--- config.mk ---
export PLATFORM = sky130hd
export DESIGN_NAME = decode_stage
export DESIGN_NICKNAME = d
export VERILOG_FILES = /design/src/rtl/decode_stage.sv
export SDC_FILE = /design/constraint.sdc
export NUM_CORES = 2
export LEC_CHECK = 0
export ABC_CLOCK_PERIOD_IN_PS = 43800
export BUFFER_PORTS_ARGS = -buffer_cell sky130_fd_sc_hd__buf_2
export CAP_MARGIN = 20
export CELL_PAD_IN_SITES_DETAIL_PLACEMENT = 1
export CELL_PAD_IN_SITES_GLOBAL_PLACEMENT = 1
export CORE_AREA = 4 4 324 390
export CTS_CLUSTER_SIZE = 25
export DETAILED_ROUTE_END_ITERATION = 8
export DIE_AREA = 0 0 328 394
export PLACE_DENSITY = 0.81
export SYNTH_ARGS = -nofsm -noshare
export SYNTH_HDL_FRONTEND = slang
export SYNTH_SLANG_ARGS = --single-unit
--- constraint.sdc ---
create_clock -name clk -period 43.8 [get_ports clk]
set_clock_uncertainty 0.1 [all_clocks]
set_input_delay 4.38 -clock clk [delete_from_list [all_inputs] [get_ports clk]]
set_output_delay 4.38 -clock clk [all_outputs]
set_load 0.02 [all_outputs]
--- src/rtl/decode_stage.sv ---
// RV32I decode stage: decodes the ID instruction, reads the register file and loads the ID/EX register.
// Latency: one cycle from ID to the E outputs; StallD is combinational.
// Backpressure: a load-use hazard raises StallD and loads a bubble while the ID instruction is held upstream.
module decode_stage #(
    parameter logic [31:0] RESET_PC              = 32'h0000_0000,
    parameter bit          ZERO_REGFILE_ON_RESET = 1'b1
) (
    input  logic        clk,
    input  logic        reset,
    input  logic [31:0] InstrD,
    input  logic [31:0] PCD,
    input  logic [31:0] PCPlus4D,
    input  logic        ValidD,
    input  logic        FlushE,
    input  logic        RegWriteW,
    input  logic [4:0]  RdW,
    input  logic [31:0] ResultW,
    output logic        StallD,
    output logic        ValidE,
    output logic [31:0] RD1E,
    output logic [31:0] RD2E,
    output logic [31:0] ImmExtE,
    output logic [31:0] PCE,
    output logic [31:0] PCPlus4E,
    output logic [4:0]  Rs1E,
    output logic [4:0]  Rs2E,
    output logic [4:0]  RdE,
    output logic        RegWriteE,
    output logic        MemWriteE,
    output logic        BranchE,
    output logic        JumpE,
    output logic        ALUSrcAE,
    output logic        ALUSrcBE,
    output logic [1:0]  ResultSrcE,
    output logic [3:0]  ALUControlE,
    output logic [2:0]  Funct3E,
    output logic        IllegalE
);

    localparam logic [6:0] OP_R     = 7'b0110011;
    localparam logic [6:0] OP_I     = 7'b0010011;
    localparam logic [6:0] OP_LOAD  = 7'b0000011;
    localparam logic [6:0] OP_STORE = 7'b0100011;
    localparam logic [6:0] OP_BR    = 7'b1100011;
    localparam logic [6:0] OP_JAL   = 7'b1101111;
    localparam logic [6:0] OP_JALR  = 7'b1100111;
    localparam logic [6:0] OP_LUI   = 7'b0110111;
    localparam logic [6:0] OP_AUIPC = 7'b0010111;

    localparam logic [3:0] ALU_ADD   = 4'b0000;
    localparam logic [3:0] ALU_SUB   = 4'b0001;
    localparam logic [3:0] ALU_AND   = 4'b0010;
    localparam logic [3:0] ALU_OR    = 4'b0011;
    localparam logic [3:0] ALU_XOR   = 4'b0100;
    localparam logic [3:0] ALU_SLL   = 4'b0101;
    localparam logic [3:0] ALU_SRL   = 4'b0110;
    localparam logic [3:0] ALU_SRA   = 4'b0111;
    localparam logic [3:0] ALU_SLT   = 4'b1000;
    localparam logic [3:0] ALU_SLTU  = 4'b1001;
    localparam logic [3:0] ALU_PASSB = 4'b1010;

    localparam logic [1:0] RES_ALU = 2'b00;
    localparam logic [1:0] RES_MEM = 2'b01;
    localparam logic [1:0] RES_PC4 = 2'b10;

    typedef struct packed {
        logic        valid;
        logic [31:0] rd1;
        logic [31:0] rd2;
        logic [31:0] imm;
        logic [31:0] pc;
        logic [31:0] pc_plus4;
        logic [4:0]  rs1;
        logic [4:0]  rs2;
        logic [4:0]  rd;
        logic        reg_write;
        logic        mem_write;
        logic        branch;
        logic        jump;
        logic        alu_src_a;
        logic        alu_src_b;
        logic [1:0]  result_src;
        logic [3:0]  alu_ctrl;
        logic [2:0]  funct3;
        logic        illegal;
    } idex_t;

    function automatic logic [3:0] alu_sel(input logic [2:0] f3, input logic f7b5, input logic is_r);
        case (f3)
            3'b000:  alu_sel = (is_r && f7b5) ? ALU_SUB : ALU_ADD;
            3'b001:  alu_sel = ALU_SLL;
            3'b010:  alu_sel = ALU_SLT;
            3'b011:  alu_sel = ALU_SLTU;
            3'b100:  alu_sel = ALU_XOR;
            3'b101:  alu_sel = f7b5 ? ALU_SRA : ALU_SRL;
            3'b110:  alu_sel = ALU_OR;
            default: alu_sel = ALU_AND;
        endcase
    endfunction

    logic [6:0]  opcode;
    logic [4:0]  rs1, rs2, rd;
    logic [2:0]  funct3;
    logic        funct7b5;
    logic [31:0] imm_i, imm_s, imm_b, imm_u, imm_j;

    assign opcode   = InstrD[6:0];
    assign rd       = InstrD[11:7];
    assign funct3   = InstrD[14:12];
    assign rs1      = InstrD[19:15];
    assign rs2      = InstrD[24:20];
    assign funct7b5 = InstrD[30];

    assign imm_i = {{20{InstrD[31]}}, InstrD[31:20]};
    assign imm_s = {{20{InstrD[31]}}, InstrD[31:25], InstrD[11:7]};
    assign imm_b = {{19{InstrD[31]}}, InstrD[31], InstrD[7], InstrD[30:25], InstrD[11:8], 1'b0};
    assign imm_u = {InstrD[31:12], 12'b0};
    assign imm_j = {{11{InstrD[31]}}, InstrD[31], InstrD[19:12], InstrD[20], InstrD[30:21], 1'b0};

    logic [31:0] rf [32];
    logic [31:0] rd1, rd2;

    generate
        if (ZERO_REGFILE_ON_RESET) begin : g_rf_rst
            always_ff @(posedge clk or posedge reset) begin
                if (reset) begin
                    for (int i = 0; i < 32; i++) rf[i] <= '0;
                end else if (RegWriteW && RdW != 5'd0) begin
                    rf[RdW] <= ResultW;
                end
            end
        end else begin : g_rf_norst
            always_ff @(posedge clk) begin
                if (RegWriteW && RdW != 5'd0) rf[RdW] <= ResultW;
            end
        end
    endgenerate

    // x0 is hard-wired; a same-cycle writeback to the read index bypasses the array.
    always_comb begin
        rd1 = '0;
        rd2 = '0;
        if (rs1 != 5'd0) rd1 = (RegWriteW && RdW == rs1) ? ResultW : rf[rs1];
        if (rs2 != 5'd0) rd2 = (RegWriteW && RdW == rs2) ? ResultW : rf[rs2];
    end

    logic        reg_write, mem_write, branch, jump, src_a, src_b, illegal;
    logic        use_rs1, use_rs2;
    logic [1:0]  result_src;
    logic [3:0]  alu_ctrl;
    logic [31:0] imm;

    always_comb begin
        reg_write  = 1'b0;
        mem_write  = 1'b0;
        branch     = 1'b0;
        jump       = 1'b0;
        src_a      = 1'b0;
        src_b      = 1'b0;
        illegal    = 1'b0;
        use_rs1    = 1'b0;
        use_rs2    = 1'b0;
        result_src = RES_ALU;
        alu_ctrl   = ALU_ADD;
        imm        = '0;
        case (opcode)
            OP_R: begin
                reg_write = 1'b1;
                alu_ctrl  = alu_sel(funct3, funct7b5, 1'b1);
                use_rs1   = 1'b1;
                use_rs2   = 1'b1;
            end
            OP_I: begin
                reg_write = 1'b1;
                src_b     = 1'b1;
                alu_ctrl  = alu_sel(funct3, funct7b5, 1'b0);
                imm       = imm_i;
                use_rs1   = 1'b1;
            end
            OP_LOAD: begin
                reg_write  = 1'b1;
                src_b      = 1'b1;
                result_src = RES_MEM;
                imm        = imm_i;
                use_rs1    = 1'b1;
            end
            OP_STORE: begin
                mem_write = 1'b1;
                src_b     = 1'b1;
                imm       = imm_s;
                use_rs1   = 1'b1;
                use_rs2   = 1'b1;
            end
            OP_BR: begin
                branch   = 1'b1;
                alu_ctrl = ALU_SUB;
                imm      = imm_b;
                use_rs1  = 1'b1;
                use_rs2  = 1'b1;
            end
            OP_JAL: begin
                jump       = 1'b1;
                reg_write  = 1'b1;
                result_src = RES_PC4;
                imm        = imm_j;
            end
            OP_JALR: begin
                jump       = 1'b1;
                reg_write  = 1'b1;
                src_b      = 1'b1;
                result_src = RES_PC4;
                imm        = imm_i;
                use_rs1    = 1'b1;
            end
            OP_LUI: begin
                reg_write = 1'b1;
                src_b     = 1'b1;
                alu_ctrl  = ALU_PASSB;
                imm       = imm_u;
            end
            OP_AUIPC: begin
                reg_write = 1'b1;
                src_a     = 1'b1;
                src_b     = 1'b1;
                imm       = imm_u;
            end
            default: illegal = 1'b1;
        endcase
    end

    idex_t idex_q, dec, bubble;

    always_comb begin
        bubble          = '0;
        bubble.pc       = RESET_PC;
        bubble.pc_plus4 = RESET_PC + 32'd4;
    end

    always_comb begin
        dec            = '0;
        dec.valid      = 1'b1;
        dec.rd1        = rd1;
        dec.rd2        = rd2;
        dec.imm        = imm;
        dec.pc         = PCD;
        dec.pc_plus4   = PCPlus4D;
        dec.rs1        = rs1;
        dec.rs2        = rs2;
        dec.rd         = rd;
        dec.reg_write  = reg_write;
        dec.mem_write  = mem_write;
        dec.branch     = branch;
        dec.jump       = jump;
        dec.alu_src_a  = src_a;
        dec.alu_src_b  = src_b;
        dec.result_src = result_src;
        dec.alu_ctrl   = alu_ctrl;
        dec.funct3     = funct3;
        dec.illegal    = illegal;
    end

    // Only register operands the instruction actually reads can create a load-use dependency.
    logic load_in_e;
    assign load_in_e = ValidE && (ResultSrcE == RES_MEM) && (RdE != 5'd0);
    assign StallD    = !reset && ValidD && load_in_e &&
                       ((use_rs1 && rs1 == RdE) || (use_rs2 && rs2 == RdE));

    always_ff @(posedge clk or posedge reset) begin
        if (reset) begin
            idex_q <= bubble;
        end else if (FlushE || StallD || !ValidD) begin
            idex_q <= bubble;
        end else begin
            idex_q <= dec;
        end
    end

    assign ValidE      = idex_q.valid;
    assign RD1E        = idex_q.rd1;
    assign RD2E        = idex_q.rd2;
    assign ImmExtE     = idex_q.imm;
    assign PCE         = idex_q.pc;
    assign PCPlus4E    = idex_q.pc_plus4;
    assign Rs1E        = idex_q.rs1;
    assign Rs2E        = idex_q.rs2;
    assign RdE         = idex_q.rd;
    assign RegWriteE   = idex_q.reg_write;
    assign MemWriteE   = idex_q.mem_write;
    assign BranchE     = idex_q.branch;
    assign JumpE       = idex_q.jump;
    assign ALUSrcAE    = idex_q.alu_src_a;
    assign ALUSrcBE    = idex_q.alu_src_b;
    assign ResultSrcE  = idex_q.result_src;
    assign ALUControlE = idex_q.alu_ctrl;
    assign Funct3E     = idex_q.funct3;
    assign IllegalE    = idex_q.illegal;

endmodule

== Yosys cells after proc, flatten, opt, wreduce, memory -nomap -nowiden ==
Cells that the tools add are included.
Operators by class
  eq/ne operators: 20
  $lt $le $gt $ge: 4
  bitwise operators: 3
  mux-type cells: 30
  reduce and logical (&&, ||, !) cells: 29
Operator list (count)
  bitwise mux 1024 bit: 1
  binary-select mux 32 bit (select 5 bit): 2
  two-way mux 32 bit: 9
  two-way mux 192 bit: 1
  demux 32 bit (select 5 bit): 1
  one-hot mux 32 bit (5 select lines): 1
  one-hot mux 4 bit (7 select lines): 2
  equality test 7 x 6 -> 1 bit, second input constant: 3
  equality test 7 bit, second input constant: 3
  equality test 5 bit: 4
  nonzero test 5 bit: 4
  >= comparator 6 bit, second input constant: 3
  inverter 5 -> 6 bit: 3
  one-hot mux 4 bit (4 select lines): 1
  equality test 7 x 5 -> 1 bit, second input constant: 2
  OR reduction 6 bit: 2
  logical AND 1 bit: 11
  two-way mux 1 bit: 11
  equality test 3 bit, second input constant: 3
  OR reduction 9 bit: 1
  equality test 7 x 2 -> 1 bit, second input constant: 1
  OR reduction 7 bit: 1
  equality test 3 x 2 -> 1 bit, second input constant: 2
  < comparator 6 x 1 -> 1 bit, second input constant: 1
  8 further kinds: 13
Storage, ports and cells
  flip-flop bits (word level): 1216
  output and inout bits: 193
  bits of input ports: 138

== Longest topological paths before layout ==
  word-level depth: 9
  mapped depth: 12
  mapped depth without buffers: 7

== Worst setup path before layout ==
Ideal clock, no wire load.
  kind: input port to output port
  start: input port InstrD[2]
  end: output port StallD
  arrival time: 5.798 ns
  path slack: 33.522 ns
  required time: 39.320 ns
  buffers on the path: 1
  stages on the path: 5
  cells stage by stage: clkbuf_1 -> nor3_1 -> nor4b_1 -> nor2_1 -> nor3_1
On the way
  word-level cells in the longest chain between the ends: 6
  elaborated cells on any way between the ends: 14
  those cells by class: eq/ne (6); mux (2); reduce/logical (6)
Ends and longest elaborated chain
  start: declaration: RTL line 10  | input logic [31:0] InstrD,
  equality test 7 x 5 -> 1 bit, or another cell as far along: RTL line 166  | case (opcode)
  OR reduction 6 bit (no line) or OR reduction 3 bit (tied branches)
  two-way mux 1 bit: RTL line 166
  logical AND 1 bit: RTL line 266  | ((use_rs1 && rs1 == RdE) || (use_rs2 && rs2 == RdE));
  logical OR 1 bit (*): RTL line 266
  logical AND 1 bit (*): RTL line 265  | assign StallD = !reset && ValidD && load_in_e &&
  end: declaration: RTL line 18  | output logic StallD,
Every way passes the cells marked *; elsewhere a longest branch is shown, timed or not.

== Worst setup path in the final report ==
  start: input port InstrD[24]
  end: output port StallD
On the way
  word-level cells in the longest chain between the ends: 4
Ends and longest elaborated chain (RTL line)
  equality test 5 bit: 266
  logical AND 1 bit: 266
  logical OR 1 bit: 266
  logical AND 1 bit: 265
Every way passes these cells.

==> results.md <==
* Status: complete, no violations
* Mapped cell area at 61100 µm²
* Slew @ Worst Pin at 1.28 ns
* Post-synthesis async set-or-reset flop share at 100%
* DR WL/cell at 35.1 µm
* Drt first pass iters at 5
* First-pass GRT wire length at 298000 µm
* Worst VDD drop at 0.0364 mV
* Primary FF master, synth: dfrtp_1
* Setup CP Type: input port to output port
* Area grow syn2layout at 11.4%
* Num rows at 141
* I/O Buffers at 330
* Setup violators final at 0
* CTS tree: yes
* Reg2Reg Launch Point: RdE[2]
* CTS Root Cell: clkbuf_16
* Largest net degree at the start of global routing at 180
* Worst setup path startpoint: InstrD[24]
* Fin. max-slew vios at 0
* Post-synth EDFFs at 0
* Post-CTS Resized at 0
* Min cycle time layout at 11.30 ns
* Syn. warnings at 0
* Syn Area/Cell at 15.6 µm²
* Critical path endpoint category: output port
* DR DRC count at 0
* Worst Hold Class: flop to flop
* Critical path data required time at 39.32 ns
* Final hold violation count at 0
* Max Cap Viol at 0
* Vias/cell at 6.80
* Register area share after synthesis at 49.8%
* Core area at 123000 µm²
* Worst skew pair latency at 0.73 ns
* Pwr Density at 46.5 nW/µm²
* Full die area at 129000 µm²
* Setup bufs post-CTS at 0
* Die width at 328 µm
* Final-stage net count at 4132
* Wl on met1 at 74700 µm
* Detailed Route Iter0 Violations at 3939
* Leak pwr at 30.2 nW
* Part of the cycle the worst path needs at 25.8%
* H-tree levels at 3
* Gpl congestion at 0.804
* Fill cell count at 11100
* Synthesized flop and latch total at 1216
* Total power at 3.16 mW
* Clock buffer depth at 3
* Die height at 394 µm
* Met3 Wirelength at 16000 µm
* Fraction of layout cells with a size suffix above 1 at 54.7%
* Critical Path AT at 6.82 ns
* Hold wc startpoint: rf[1020]
* Number of global-route vias before repair at 42800
* CP Max Fanout at 35
* Fmax at 88.5 MHz
* Routed wire length at 202000 µm
* Grt ovf at 0
* WL met2 at 98800 µm
* Tot GR Track Use at 31.3%
* Post-CTS Hold Buffers at 0
* Placed wire-length estimate at 112000 µm
* Ports at 331
* Post-Syn Instances at 3902
* Total number of vias at 39100
* Initial antenna violation count at 16
* Yosys cell types at 49
* Relative slew slack at 14.2%
* Starting Density at 49.8%
* Max Used Layer: met5
* CP startpoint kind: input port
* Setup TNS Final at 0 ns
* RSZ-0062 raised after global routing: no
* Clock Sinks at 1216
* Clock buffer count from CTS at 118
* Final ANT Viol Nets at 0
* Worst-path clk slew at 0.06 ns
* Post-synth net total at 4040
cell usage in the layout (no fill, tap or decap), drive strengths merged, types with 3 or more instances in the layout:
master	count
nor4	4
a211oi	8
nand3b	5
nor3	38
mux2i	91
o21ai	35
o2bb2ai	30
xor2	12
o22ai	41
nand3	10
a2111oi	10
mux2	997
and3b	3
buf	414
nand2b	6
bufinv	16
nand2	86
clkinvlp	6
dfrtp	1215
clkbuf	171
o211ai	30
diode	12
inv	8
clkinv	27
xnor2	8
nor3b	4
a22oi	17
a21oi	39
nor2	62
mux4	586
nor2b	5
and3	92
final cells by class:
type | count | area (µm²) | area share, %
well taps | 1644 | 2060 | 3.02
clock buffers | 171 | 3480 | 5.12
clock inverters | 52 | 702 | 1.03
multi-input cells | 2239 | 28800 | 42.4
flip-flops and latches | 1216 | 30400 | 44.7
inverters | 5 | 28.8 | 0.0423
diodes | 12 | 30.0 | 0.0441
repair buffers | 414 | 2470 | 3.63
final timing paths:
kind / end / slack, ns / cells after the start
hold reg to reg: rf[1020] / 0.30 / 0
hold / removal: rf[1020] / 0.30 / 0
setup reg to reg: RD2E[31] / 39.81 / 8
setup / recovery: StallD / 32.50 / 6
min in group asynchronous: PCPlus4E[28] / 3.54 / 2
max in group asynchronous: RD2E[17] / 35.03 / 8
metrics by stage:
| stage | setup WS (ns) | area [µm²] | std cells | utilization, % | hold slack (ns) |
|---|---|---|---|---|---|
| after global routing | 32.34 | 68000 | 5745 | 55.5 | 0.311 |
| final | 32.50 | 68000 | 5753 | 55.5 | 0.295 |
| after CTS | 32.50 | 67900 | 5738 | 55.4 | 0.299 |
| after global placement | 32.49 | 63700 | 5514 | 52.0 | 0.276 |
| after detailed placement | 32.47 | 63700 | 5515 | 52.0 | 0.284 |
| after floorplan | 5.06 | 61100 | 3902 | - | 0.341 |
per-layer routing:
metal / vias to the layer above / global-route usage, %
li1: 15200 / -
met2: 1946 / 51.1
met4: 12 / 16.7
met5: - / 0
met1: 21300 / 39.8
met3: 647 / 5.81
sequential cells by signal (all words and copies together), names as in the netlist, 2 cells and up:
register	count
RdE	5
PCE	32
ImmExtE	32
RD1E	32
RD2E	32
Rs2E	5
Funct3E	3
PCPlus4E	32
ResultSrcE	2
rf	1024
Rs1E	5
ALUControlE	4
synth_stat cells, types with 30 or more instances:
cell       count  share of area (%)
nor2_1        62               0.38
o211ai_1      30               0.37
o2bb2ai_1     30               0.43
buf_2         59               0.48
and3_1        92               0.94
dfrtp_1     1215                 50
mux4_2       586                 22
clkbuf_1     270                1.7
o22ai_1       41               0.42
buf_1         64               0.39
mux2i_1       91                1.5
nor3_1        38               0.31
nand2_1       86               0.53
mux2_2       997                 18
buf_4         35               0.43
a21oi_1       39               0.32
cells by family (layout without fill, tap and decap cells):
| group | after synthesis | count (layout) | synth area share [%] |
|---|---|---|---|
| compound gates | 215 | 215 | 2.35 |
| xor+xnor | 20 | 20 | 0.287 |
| buf+inv | 447 | 642 | 3.27 |
| flops | 1216 | 1216 | 49.8 |
| mux | 1674 | 1674 | 41.5 |
| other cells | 0 | 12 | 0 |
| simple gates | 330 | 330 | 2.75 |
critical path, cell delays in order:
cell	delay (ns)
buf_4	0.58
xor2_1	0.14
nor4b_1	0.70
nor2_1	0.11
nor3_1	0.60
buf_2	0.29
where the power goes:
group	total (mW)	switching [mW]	leakage (nW)	internal, mW
clock	1.11	0.461	2.06	0.645
sequential	1.46	0.148	15.7	1.31
combinational	0.596	0.241	12.4	0.355
total	3.16	0.851	30.2	2.31
(Power assumes the default switching activity.)
